<file path="src/rtl/simple_computer_pkg.sv">
// Shared definitions for the simple accumulator computer: opcode values,
// ULA operation codes, sequencer state encoding and default widths.
// Used by fetch_sequencer and instr_decoder.
package simple_computer_pkg;

  localparam int ADDR_W_DEF  = 12;
  localparam int INSTR_W_DEF = 16;
  localparam int OPC_W       = 4;

  localparam logic [OPC_W-1:0] OP_NOP   = 4'h0;
  localparam logic [OPC_W-1:0] OP_LOAD  = 4'h1;
  localparam logic [OPC_W-1:0] OP_STORE = 4'h2;
  localparam logic [OPC_W-1:0] OP_ADD   = 4'h3;
  localparam logic [OPC_W-1:0] OP_SUB   = 4'h4;
  localparam logic [OPC_W-1:0] OP_AND   = 4'h5;
  localparam logic [OPC_W-1:0] OP_JZ    = 4'h6;
  localparam logic [OPC_W-1:0] OP_JMP   = 4'h7;

  typedef enum logic [1:0] {
    ULA_PASS,
    ULA_ADD,
    ULA_SUB,
    ULA_AND
  } ula_op_e;

  typedef enum logic [2:0] {
    ST_IDLE,
    ST_FETCH,
    ST_DECODE,
    ST_EXEC,
    ST_HALT
  } seq_state_e;

  // Opcodes with the top bit set are outside the instruction set.
  function automatic logic opcode_legal(input logic [OPC_W-1:0] op);
    return ~op[OPC_W-1];
  endfunction

endpackage

</file>
<file path="src/rtl/fetch_sequencer_pc_counter.sv">
// pc_counter: program counter register for fetch_sequencer.
// Clear has priority over load, load over increment; increment wraps
// modulo 2**ADDR_W. pc_nxt exposes the value the PC takes at the next edge.
module pc_counter
  import simple_computer_pkg::*;
#(
  parameter int ADDR_W = ADDR_W_DEF
) (
  input  logic              clk,
  input  logic              rst_n,
  input  logic              clear,
  input  logic              load,
  input  logic              inc,
  input  logic [ADDR_W-1:0] load_val,
  output logic [ADDR_W-1:0] pc,
  output logic [ADDR_W-1:0] pc_nxt
);

  logic [ADDR_W-1:0] pc_q;
  logic [ADDR_W-1:0] pc_d;

  // Next PC selection: clear, load, increment, or hold.
  always_comb begin
    pc_d = pc_q;
    if (clear) begin
      pc_d = '0;
    end else if (load) begin
      pc_d = load_val;
    end else if (inc) begin
      pc_d = pc_q + ADDR_W'(1);
    end
  end

  // PC register.
  always_ff @(posedge clk or negedge rst_n) begin
    if (!rst_n) begin
      pc_q <= '0;
    end else begin
      pc_q <= pc_d;
    end
  end

  assign pc     = pc_q;
  assign pc_nxt = pc_d;

endmodule

</file>
<file path="src/rtl/fetch_sequencer.sv">
// fetch_sequencer: instruction fetch / control sequencer for the accumulator
// computer. Fetches a word, registers opcode and operand for instr_decoder,
// then strobes exec_en once and advances or loads the PC.
// Optional feature: define SEQ_BREAKPOINT_EN to add bp_en/bp_addr, which halt
// the sequencer before fetching from bp_addr; start then resumes at that PC.
module fetch_sequencer
  import simple_computer_pkg::*;
#(
  parameter int ADDR_W  = ADDR_W_DEF,
  parameter int INSTR_W = INSTR_W_DEF
) (
  input  logic               clk,
  input  logic               rst_n,
  input  logic               start,
`ifdef SEQ_BREAKPOINT_EN
  input  logic               bp_en,
  input  logic [ADDR_W-1:0]  bp_addr,
`endif
  output logic [ADDR_W-1:0]  imem_addr,
  output logic               imem_rd,
  input  logic [INSTR_W-1:0] imem_rdata,
  input  logic               imem_valid,
  output logic [OPC_W-1:0]   opcode,
  output logic [ADDR_W-1:0]  operand_addr,
  input  logic               pc_load,
  output logic               exec_en,
  output logic               running,
  output logic               halted,
  output logic               illegal
);

  seq_state_e        state_q, state_d;
  logic [OPC_W-1:0]  opcode_q, opcode_d;
  logic [ADDR_W-1:0] operand_q, operand_d;
  logic              illegal_q, illegal_d;
  logic              exec_en_q, exec_en_d;
  logic              imem_rd_q, imem_rd_d;
  logic              running_q, running_d;
  logic              halted_q, halted_d;

  logic [ADDR_W-1:0] pc;
  logic [ADDR_W-1:0] pc_nxt;
  logic              start_ok;
  logic              resume;
  logic              bp_stop;
  logic              pc_clr;
  logic              pc_ld;
  logic              pc_inc;

  assign start_ok = start && ((state_q == ST_IDLE) || (state_q == ST_HALT));

`ifdef SEQ_BREAKPOINT_EN
  logic bp_hit_q, bp_hit_d;

  // Resuming after a breakpoint keeps the PC and skips the check once.
  assign resume  = start_ok && (state_q == ST_HALT) && bp_hit_q;
  assign bp_stop = bp_en && (pc_nxt == bp_addr);

  // Remember whether the current halt came from the breakpoint.
  always_comb begin
    bp_hit_d = bp_hit_q;
    if (start_ok || (state_q == ST_EXEC)) begin
      bp_hit_d = bp_stop && !resume;
    end
  end

  // Breakpoint-halt flag register.
  always_ff @(posedge clk or negedge rst_n) begin
    if (!rst_n) begin
      bp_hit_q <= 1'b0;
    end else begin
      bp_hit_q <= bp_hit_d;
    end
  end
`else
  assign resume  = 1'b0;
  assign bp_stop = 1'b0;
`endif

  assign pc_clr = start_ok && !resume;
  assign pc_ld  = (state_q == ST_EXEC) && pc_load;
  assign pc_inc = (state_q == ST_EXEC) && !pc_load;

  pc_counter #(
    .ADDR_W (ADDR_W)
  ) u_pc (
    .clk      (clk),
    .rst_n    (rst_n),
    .clear    (pc_clr),
    .load     (pc_ld),
    .inc      (pc_inc),
    .load_val (operand_q),
    .pc       (pc),
    .pc_nxt   (pc_nxt)
  );

  // Next-state, instruction register and registered-output decode.
  always_comb begin
    state_d   = state_q;
    opcode_d  = opcode_q;
    operand_d = operand_q;
    illegal_d = illegal_q;
    case (state_q)
      ST_IDLE, ST_HALT: begin
        if (start_ok) begin
          illegal_d = 1'b0;
          state_d   = (bp_stop && !resume) ? ST_HALT : ST_FETCH;
        end
      end
      ST_FETCH: begin
        if (imem_valid) begin
          opcode_d  = imem_rdata[INSTR_W-1 -: OPC_W];
          operand_d = imem_rdata[ADDR_W-1:0];
          state_d   = ST_DECODE;
        end
      end
      ST_DECODE: begin
        if (opcode_q == OP_NOP) begin
          state_d = ST_HALT;
        end else if (!opcode_legal(opcode_q)) begin
          state_d   = ST_HALT;
          illegal_d = 1'b1;
        end else begin
          state_d = ST_EXEC;
        end
      end
      ST_EXEC: begin
        state_d = bp_stop ? ST_HALT : ST_FETCH;
      end
      default: begin
        state_d = ST_IDLE;
      end
    endcase
    imem_rd_d = (state_d == ST_FETCH);
    exec_en_d = (state_d == ST_EXEC);
    running_d = (state_d == ST_FETCH) || (state_d == ST_DECODE) || (state_d == ST_EXEC);
    halted_d  = (state_d == ST_HALT);
  end

  // Sequencer FSM with registered outputs.
  always_ff @(posedge clk or negedge rst_n) begin
    if (!rst_n) begin
      state_q   <= ST_IDLE;
      opcode_q  <= '0;
      operand_q <= '0;
      illegal_q <= 1'b0;
      exec_en_q <= 1'b0;
      imem_rd_q <= 1'b0;
      running_q <= 1'b0;
      halted_q  <= 1'b0;
    end else begin
      state_q   <= state_d;
      opcode_q  <= opcode_d;
      operand_q <= operand_d;
      illegal_q <= illegal_d;
      exec_en_q <= exec_en_d;
      imem_rd_q <= imem_rd_d;
      running_q <= running_d;
      halted_q  <= halted_d;
    end
  end

  assign imem_addr    = pc;
  assign imem_rd      = imem_rd_q;
  assign opcode       = opcode_q;
  assign operand_addr = operand_q;
  assign exec_en      = exec_en_q;
  assign running      = running_q;
  assign halted       = halted_q;
  assign illegal      = illegal_q;

endmodule

</file>
<file path="config.mk">
export PLATFORM = sky130hd
export DESIGN_NAME = fetch_sequencer
export DESIGN_NICKNAME = d
export VERILOG_FILES = /design/src/rtl/simple_computer_pkg.sv /design/src/rtl/fetch_sequencer_pc_counter.sv /design/src/rtl/fetch_sequencer.sv
export SDC_FILE = /design/constraint.sdc
export NUM_CORES = 1
export LEC_CHECK = 0
export BUFFER_PORTS_ARGS = -buffer_cell sky130_fd_sc_hd__buf_2
export CAP_MARGIN = 20
export CORE_UTILIZATION = 45
export CTS_CLUSTER_SIZE = 8
export DETAILED_ROUTE_END_ITERATION = 6
export PLACE_DENSITY = 0.71
export SLEW_MARGIN = 0
export SYNTH_ARGS = -nofsm -noshare
export SYNTH_HDL_FRONTEND = slang
export SYNTH_SLANG_ARGS = --single-unit
</file>
<file path="constraint.sdc">
create_clock -name clk -period 2.4 [get_ports clk]
set_clock_uncertainty 0.15 [all_clocks]
set_input_delay 0.12 -clock clk [delete_from_list [all_inputs] [get_ports clk]]
set_output_delay 0.12 -clock clk [all_outputs]
set_load 0.01 [all_outputs]
</file>
==> results of run 1 <==
registers in the layout, indices dropped and copies added (netlist names), 3 cells and up:
register	flops
opcode	4
operand_addr	12
state_q	3
u_pc.pc	12
synthesized netlist by cell type (all sizes together):
library cell	count
o21ai	17
nand2	7
nor4	1
nor2b	2
nand4	1
nor3b	2
a41oi	2
nor2	9
a21o	1
nand3	5
and4	2
nand2b	5
and3b	1
or3b	2
a22oi	2
ha	1
clkbuf	5
mux2	16
and3	3
o21bai	2
a32oi	4
or3	1
nor3	3
a311o	1
o41a	1
a21oi	8
nand4bb	2
or2	2
o2bb2ai	1
mux2i	1
dfrtp	36
nand3b	1
and2	1
buf	6
a31oi	1
o31a	1
worst max-delay path by stage:
| stage | startpoint | endpoint | cells after the start |
|---|---|---|---|
| CTS | state_q[0]$_DFF_PN0_ | operand_addr[9]$_DFFE_PN0P_ | 4 |
| finish | state_q[0]$_DFF_PN0_ | operand_addr[9]$_DFFE_PN0P_ | 4 |
| global placement | state_q[0]$_DFF_PN0_ | operand_addr[9]$_DFFE_PN0P_ | 4 |
| floorplan | state_q[2]$_DFF_PN0_ | opcode[3]$_DFFE_PN0P_ | 4 |
| detailed placement | state_q[0]$_DFF_PN0_ | opcode[1]$_DFFE_PN0P_ | 4 |
| global route | state_q[0]$_DFF_PN0_ | operand_addr[9]$_DFFE_PN0P_ | 4 |
layout make-up:
class / instances / share of cell area, %
Clock buffer: 5 / 2.883
Clock inverter: 3 / 3.774
Multi-Input combinational cell: 109 / 33.81
Sequential cell: 36 / 37.74
Tap cell: 48 / 2.516
Timing Repair Buffer: 73 / 19.29
layer usage:
metal | GRT usage, % | vias to the layer above | wire length, um
li1 | - | 718 | -
met2 | 33.98 | 51 | 1984
met4 | 5.000 | 0 | 8
met1 | 28.46 | 745 | 1854
met3 | 6.162 | 2 | 221
met5 | 0 | - | 0
cells by family (layout without fill, tap and decap cells):
family	Yosys count	after routing
fa+ha+maj	1	1
mux	17	17
simple gates	50	50
flops	36	36
compound gates	41	41
buf+inv	11	81
worst register-to-register path: cells and delay by family (launching register included):
family,cells,cell delay (ns)
muxes,1,0.38
buffers and inverters,1,0.31
and+or+nand+nor,2,0.29
DFF,1,0.53
report_power, final:
part,total (mW),internal (mW),switching [mW]
sequential,1.22,0.887,0.332
combinational,1.17,0.620,0.546
clock,0.735,0.520,0.216
==> flow_metrics.tcl, run 1 <==
set metrics [dict create \
    dieArea_sq_um 4209 \
    ant_nets 0 \
    cts.sinks 36 \
    ioPinCount 54 \
    hold_path_end "imem_rd$_DFF_PN0_" \
    relSlewSlack_pct 47.66 \
    io_buffer_count 53 \
    synth-xor-area-share_pct 0 \
    grt_max_degree 37 \
    fin_area_sq_um 2387 \
    ys_types 43 \
    fmax_ghz 0.5641 \
    worstPathCellList "nand2b_4 -> nor3b_4 -> buf_4 -> mux2_2" \
    grt_antenna_before_repair 0 \
    worst_slew_pin_slew_ns 0.7850 \
    fp.dieW_um 64.88 \
    syn_inst 156 \
    synthTopCellsByArea "dfrtp_1, mux2_4, mux2_2, o21ai_1, a21oi_1" \
    area_delta_synth_final_pct 34.18 \
    synth.avg_cell_area_sq_um 11.41 \
    synthSimpleGateAreaFrac_pct 17.44 \
    vias 1516 \
    hpwl_mm 2.788 \
    cts_hold_buf 18 \
    insertion_delay_ns 0.28 \
    tritoncts "built" \
    num_rows 22 \
    peakVddDrop_mv 0.6538 \
    synth_top_family_by_area "simple AND/OR/NAND/NOR gates" \
    r2r_cells 4 \
    clkSlewWorstSetupHoldPaths_ns 0.07 \
    instances_no_fill 274 \
    final_cell_mix "buf_2, dfrtp_1, dlygate4sd3_1, o21ai_1" \
    synth_seq_cells 36 \
    wl_per_cell_um 14.85 \
    holdWs_ns 0.09656 \
    root_buffer "clkbuf_8" \
    numCtsBuffers 5 \
    syn-cell-area_sq_um 1779 \
    tns_ns 0 \
    grt_overflow 0 \
    die_h_um 64.88 \
    grt_pass1_wl_mm 6.755 \
    htreeDepth 2 \
    drive_gt1_share_pct 37.61 \
    worstReg2RegEnd "operand_addr[9]$_DFFE_PN0P_" \
    diodes 0 \
    fp.coreArea_sq_um 3716 \
    post-route-util_pct 64.24 \
    drv_slew 0 \
    worstSetupPathType "reg -> reg" \
    drcViolationCount 0 \
    finalSetupViolations 0 \
    seq_area_frac_synth_pct 50.63 \
    status "completed" \
    synth_fp_nets 178 \
    p_leak_nw 1.144 \
    grt_pass1_vias 1441 \
    place_congestion 0.8468 \
    worst-path-max-fanout 18 \
    worst_slack_ns 0.6272 \
    r2r_slack_ns 0.63 \
    synth_area_leader_cell "dfrtp_1" \
    final_common_cell "buf_2" \
    first_iter_violations 80 \
    critPathArrivalTime_ns 1.79 \
    finalCritPeriodShare_pct 73.87 \
    nFillCells 299 \
    holdPathStages 3 \
    multi_input_area_sq_um 807.0 \
    synth_top_area_share_pct 50.63 \
    muxShareOfSynthArea_pct 12.59 \
    hold_violations 0 \
    hp-class "in -> reg" \
    totalWireLength_mm 4.068 \
    rsz0062_at_grt "false" \
    dp.cells 248 \
    post_cts_resized 0 \
    r2r_start "state_q[0]$_DFF_PN0_" \
    cts_buffer_depth 2 \
    synth_compound_area_share_pct 14.63 \
    place_worst_setup_slack_ns 0.6561 \
    ys.warnings.count 0 \
    dr.pass1.iters 4 \
    start_util_pct 47.88 \
    grt_usage_pct 21.32 \
    fin_crit_ns 1.773 \
    regArea_sq_um 900.9 \
    post_cts_buffers 0 \
    required_ns 2.42 \
    finalPower_mw 3.121 \
    cellPowerDensity_nw_per_um2 1307 \
    critPathTopFamily "flip-flops" \
    worstSetupEndpointType "flop" \
    min-delay-start "imem_valid" \
    critPathLaunchType "flop" \
    nNetsFinal 247 \
    maxCapViolations 0 \
    synthAdderAreaFrac_pct 0.7032 \
    slowest_stage "dfrtp_1" \
    critPathMaxStageDelay_ns 0.53 \
    cp.buffers_inverters 1 \
    drt-vias-per-instance 5.533 \
    placed_area_sq_um 2048 \
]
Power figures use the tool's default switching activity.
==> run 2, diff against run 1 <==
- ABC_AREA: default -> 1
- PLACE_DENSITY: 0.71 -> 0.74
- clock period: 2.4 -> 1.62 ns (I/O delays scaled with it)
==> run 2 against run 1 <==
  * Sequential share of layout area about the same
  * Critical endpoint is now u_pc.pc[1]$_DFFE_PN0P_
  * Cell count grew 18%
  * Setup slack got worse by 0.50 ns
  * Sequential power up 30%
  * Core utilization fell by 0.067 points
  * Total power increased by 29%
==> flow_metrics.tcl, run 2 <==
set metrics [dict create \
    yosysMostFrequentCell "nand2_1" \
    ant_nets 0 \
    grt_pass1_wl_mm 6.865 \
    hp-class "in -> reg" \
    dieArea_sq_um 4178 \
    totalWireLength_mm 4.088 \
    critPathLaunchType "flop" \
    syn_inst 197 \
    grt_overflow 0 \
    worst_slew_pin_slew_ns 0.4533 \
    first_iter_violations 124 \
    synth_seq_cells 36 \
    diodes 0 \
    grt_pass1_vias 1538 \
    seq_area_frac_synth_pct 51.03 \
    place_congestion 0.8075 \
    numCtsBuffers 5 \
    htreeDepth 2 \
    multi_input_area_sq_um 760.7 \
    insertion_delay_ns 0.29 \
    required_ns 1.64 \
    synthArstFlopShare_pct 100.0 \
    synth_fp_nets 219 \
    fp.dieW_um 64.64 \
    cts_buffer_depth 2 \
    worstReg2RegEnd "u_pc.pc[1]$_DFFE_PN0P_" \
    area_delta_synth_final_pct 35.08 \
    clkSlewWorstSetupHoldPaths_ns 0.07 \
    final_common_cell "buf_2" \
    drv_slew 0 \
    synth_area_leader_cell "dfrtp_1" \
    grt_max_degree 37 \
    ys_types 24 \
    hold_violations 0 \
    drcViolationCount 0 \
    synth.avg_cell_area_sq_um 8.962 \
    critPathArrivalTime_ns 1.52 \
    tns_ns 0 \
    peakVddDrop_mv 0.9867 \
    final_cell_mix "buf_2, nand2_1, dfrtp_1, nor2_1, inv_1" \
    holdWs_ns 0.006145 \
    synth_common_cells "nand2_1, dfrtp_1, nor2_1" \
    fp.coreArea_sq_um 3716 \
    drive_gt1_share_pct 31.16 \
    grt_antenna_before_repair 0 \
    nFillCells 328 \
    root_buffer "clkbuf_8" \
    r2r_slack_ns 0.12 \
    start_util_pct 47.51 \
    finalSetupViolations 0 \
    place_worst_setup_slack_ns 0.07156 \
    hold_path_end "illegal$_DFFE_PN0P_" \
    cellPowerDensity_nw_per_um2 1682 \
    nNetsFinal 297 \
    regArea_sq_um 900.9 \
    ys.warnings.count 0 \
    holdPathStages 4 \
    min-delay-start "start" \
    maxCapViolations 0 \
    status "completed" \
    grt_usage_pct 21.82 \
    worstSetupPathType "reg -> reg" \
    relSlewSlack_pct 69.78 \
    post-route-util_pct 64.18 \
    finalCritPeriodShare_pct 92.38 \
    placed_area_sq_um 2097 \
    die_h_um 64.64 \
    r2r_cells 6 \
    worstSetupEndpointType "flop" \
    synth_edf_count 0 \
    synthTopCellsByArea "dfrtp_1, nand2_1, mux2_4, nor2_1, inv_1" \
    worst-path-max-fanout 7 \
    syn-cell-area_sq_um 1765 \
    ioPinCount 54 \
    wl_per_cell_um 12.62 \
    fin_area_sq_um 2385 \
    num_rows 22 \
    synth_top_area_share_pct 51.03 \
    post_cts_resized 0 \
    r2r_start "state_q[2]$_DFF_PN0_" \
    drt-vias-per-instance 4.963 \
    cts.sinks 36 \
    rsz0062_at_grt "false" \
    dr.pass1.iters 4 \
    synth_top_flop_cell "dfrtp_1" \
    tritoncts "built" \
    vias 1608 \
    fin_crit_ns 1.496 \
    io_buffer_count 53 \
    worst_slack_ns 0.1235 \
    hpwl_mm 2.844 \
    p_leak_nw 1.260 \
    fmax_ghz 0.6682 \
]
-- run 2: changes by cell type after synthesis, sizes merged, moves of 5 or more --
cell,change
clkbuf,-5
nand2,+40
nand2b,-5
nor2,+17
nand3,+10
inv,+22
-- run 2: metrics by stage --
stage	instances	power, mW
after floorplan	197	2.591
after CTS	323	4.022
after global placement	298	3.157
final	324	4.012
after detailed placement	298	3.219
after global routing	324	4.305
-- run 2: worst max path at each step --
stage                                 from                           end  slack, ns  cells after the start
floorplan           u_pc.pc[1]$_DFFE_PN0P_        u_pc.pc[8]$_DFFE_PN0P_       0.21                      8
global placement      state_q[2]$_DFF_PN0_  operand_addr[10]$_DFFE_PN0P_       0.13                      3
detailed placement    state_q[2]$_DFF_PN0_   operand_addr[2]$_DFFE_PN0P_       0.07                      3
CTS                   state_q[2]$_DFF_PN0_   operand_addr[2]$_DFFE_PN0P_       0.06                      3
global route          state_q[0]$_DFF_PN0_        u_pc.pc[1]$_DFFE_PN0P_       0.02                      7
finish                state_q[2]$_DFF_PN0_        u_pc.pc[1]$_DFFE_PN0P_       0.12                      6
-- run 2: cells by family (layout without fill, tap and decap cells) --
group | Yosys count | after routing | share of synthesized area (%)
DFF | 36 | 36 | 51.03
AOI/OAI and AO/OA | 24 | 24 | 7.370
muxes | 12 | 12 | 9.780
xor gates and xnor gates | 1 | 1 | 0.4962
and+or+nand+nor | 96 | 97 | 24.17
buffers and inverters | 27 | 105 | 6.449
adders and majority gates | 1 | 1 | 0.7086
-- run 2: power by group --
group	total [mW]	switching [mW]	internal (mW)
Combinational	1.65	0.868	0.783
Clock	0.767	0.311	0.456
Sequential	1.59	0.318	1.28
Total	4.01	1.50	2.52
-- run 2: cell type report --
class                   count  area share (%)
well taps                  48           2.518
flip-flops and latches     36           37.78
inverters                  22           3.463
multi-input cells         135           31.90
clock inverters             2           1.469
clock buffers               6           3.043
repair buffers             75           19.83
-- run 2: repair_timing --
| item | 4_1_cts | 5_1_grt |
|---|---|---|
| setup endpoints to repair | 0 | 2 |
| hold buffers | 17 | 0 |
| endpoints found under the hold margin | 52 | 0 |
| setup buffers | 0 | 0 |
-- run 2: worst max-delay path, cell delays in order (launching register included) --
cell	delay (ns)
dfrtp_1	0.44
nor2_4	0.18
nand2_1	0.17
nand2_1	0.14
inv_1	0.14
nand2_1	0.10
o31ai_1	0.07
-- run 2: metal layers --
metal  vias up  share of wire (%)  global-route usage (%)
met5         -                  0                       0
met4         0                1.7                   9.167
met3         7                4.3                   3.697
met2        54                 49                   37.76
met1       751                 45                   26.74
li1        796                  -                       -
==> run 3, diff against run 2 <==
- RECOVER_POWER: default -> 50
==> run 3 against run 2 <==
  * Total power is 1.1% lower
  * Flip-flop and latch count stayed put
  * Critical path type unchanged
  * Clock-buffer cell count is the same
  * Global-route usage is the same
  * Clock power hardly changed
  * Non-clock buffer count is the same
  * Sequential power hardly changed
  * Cell area down 0.94%
  * Cell count did not move
  * Critical endpoint unchanged
  * Via count shrank 0.31%
  * Largest cell class unchanged
==> flow_metrics.tcl, run 3 (same netlist as run 2, synthesis figures left out) <==
set metrics [dict create \
    ant_nets 0 \
    worstSetupEndpointType "flop" \
    grt_usage_pct 21.82 \
    critPathLaunchType "flop" \
    cts.sinks 36 \
    post_cts_buffers 0 \
    area_delta_synth_final_pct 33.81 \
    critPathArrivalTime_ns 1.52 \
    wl_per_cell_um 12.64 \
    start_util_pct 47.51 \
    fin_crit_ns 1.498 \
    clkSlewWorstSetupHoldPaths_ns 0.07 \
    first_iter_violations 104 \
    required_ns 1.64 \
    tritoncts "built" \
    vias 1603 \
    worst-path-max-fanout 7 \
    ioPinCount 54 \
    post_cts_resized 0 \
    worstSetupPathType "reg -> reg" \
    fp.coreArea_sq_um 3716 \
    insertion_delay_ns 0.29 \
    nFillCells 334 \
    dr.pass1.iters 6 \
    dieArea_sq_um 4178 \
    r2r_start "state_q[2]$_DFF_PN0_" \
    fmax_ghz 0.6674 \
    hold_violations 0 \
    final_common_cell "nand2_1" \
    htreeDepth 2 \
    maxCapViolations 0 \
    grt_antenna_before_repair 0 \
    drive_gt1_share_pct 25.36 \
    place_congestion 0.8075 \
    grt_overflow 0 \
    startpoint "state_q[2]$_DFF_PN0_" \
    fp.dieW_um 64.64 \
    final_cell_mix "nand2_1, buf_2, dfrtp_1, nor2_1, inv_1" \
    diodes 0 \
    rsz0062_at_grt "false" \
    p_leak_nw 1.213 \
    finalPower_mw 3.966 \
    grt_pass1_vias 1538 \
    dp.cells 298 \
    finalSetupViolations 0 \
    drv_slew 0 \
    totalWireLength_mm 4.095 \
    status "completed" \
    nNetsFinal 297 \
    die_h_um 64.64 \
    peakVddDrop_mv 0.9777 \
    instances_no_fill 324 \
    root_buffer "clkbuf_8" \
    hp-class "in -> reg" \
    io_buffer_count 53 \
    cellPowerDensity_nw_per_um2 1679 \
    relSlewSlack_pct 40.81 \
    numCtsBuffers 5 \
    num_rows 22 \
    drcViolationCount 0 \
    tns_ns 0 \
    drt-vias-per-instance 4.948 \
    hpwl_mm 2.844 \
    grt_pass1_wl_mm 6.865 \
    min-delay-start "start" \
    cts_buffer_depth 2 \
    worst_slew_pin_slew_ns 0.8878 \
    finalCritPeriodShare_pct 92.50 \
    grt_max_degree 37 \
]
run 3: cell types whose count changed in the layout (fill, tap and decap cells not counted), sizes merged:
cell	change
buf	-17
clkbuf	+17
run 3: layout make-up:
type / instances / area [sq um] / area share [%]
multi-input cells: 135 / 760.7 / 32.20
well taps: 48 / 60.06 / 2.542
inverters: 22 / 82.58 / 3.496
clock buffers: 6 / 72.57 / 3.072
repair buffers: 75 / 450.4 / 19.07
clock inverters: 2 / 35.03 / 1.483
flip-flops and latches: 36 / 900.9 / 38.14
run 3: worst paths after layout:
| kind | slack (ns) | depth (start not counted) | to |
|---|---|---|---|
| max | 0.12 | 6 | u_pc.pc[1]$_DFFE_PN0P_ |
| min in group asynchronous | 0.37 | 3 | operand_addr[5]$_DFFE_PN0P_ |
| min reg2reg | 0.34 | 2 | illegal$_DFFE_PN0P_ |
| min | 0.008 | 4 | illegal$_DFFE_PN0P_ |
| max in group asynchronous | 0.39 | 3 | u_pc.pc[1]$_DFFE_PN0P_ |
| max reg2reg | 0.12 | 6 | u_pc.pc[1]$_DFFE_PN0P_ |
run 3: report_power, final:
group | leakage, nW | switching [mW] | internal [mW] | total (mW)
sequential | 0.451 | 0.321 | 1.28 | 1.60
clock | 0.0552 | 0.310 | 0.456 | 0.766
combinational | 0.707 | 0.870 | 0.734 | 1.60
run 3: routing by layer:
metal / share of wire [%] / wire length (um) / GRT usage (%)
met5: 0 / 0 / 0
met4: 1.7 / 70 / 9.167
met3: 3.8 / 157 / 3.697
met2: 50 / 2041 / 37.76
met1: 45 / 1825 / 26.74
run 3: repair_timing:
| action | in CTS | in global routing |
|---|---|---|
| setup endpoints to repair | 0 | 2 |
| hold buffers | 17 | 0 |
| endpoints found under the hold margin | 52 | 0 |
run 3: worst max-delay path, cell delays in order (launching register included):
cell     delay (ns)
dfrtp_1        0.44
nor2_4         0.18
nand2_1        0.17
nand2_1        0.14
inv_1          0.14
nand2_1        0.10
o31ai_1        0.07
run 3: metrics by stage:
step                      setup WS (ns)  instance area [sq um]  util, %  hold WS (ns)
final                            0.1216                   2362    63.57      0.007682
after global routing            0.02254                   2362    63.57       0.03981
after CTS                       0.06231                   2375    63.91      0.006387
after detailed placement        0.07156                   2097    56.43     -0.004870
after global placement           0.1327                   2097    56.43      0.001879
after floorplan                  0.2063                   1765        -       -0.3646
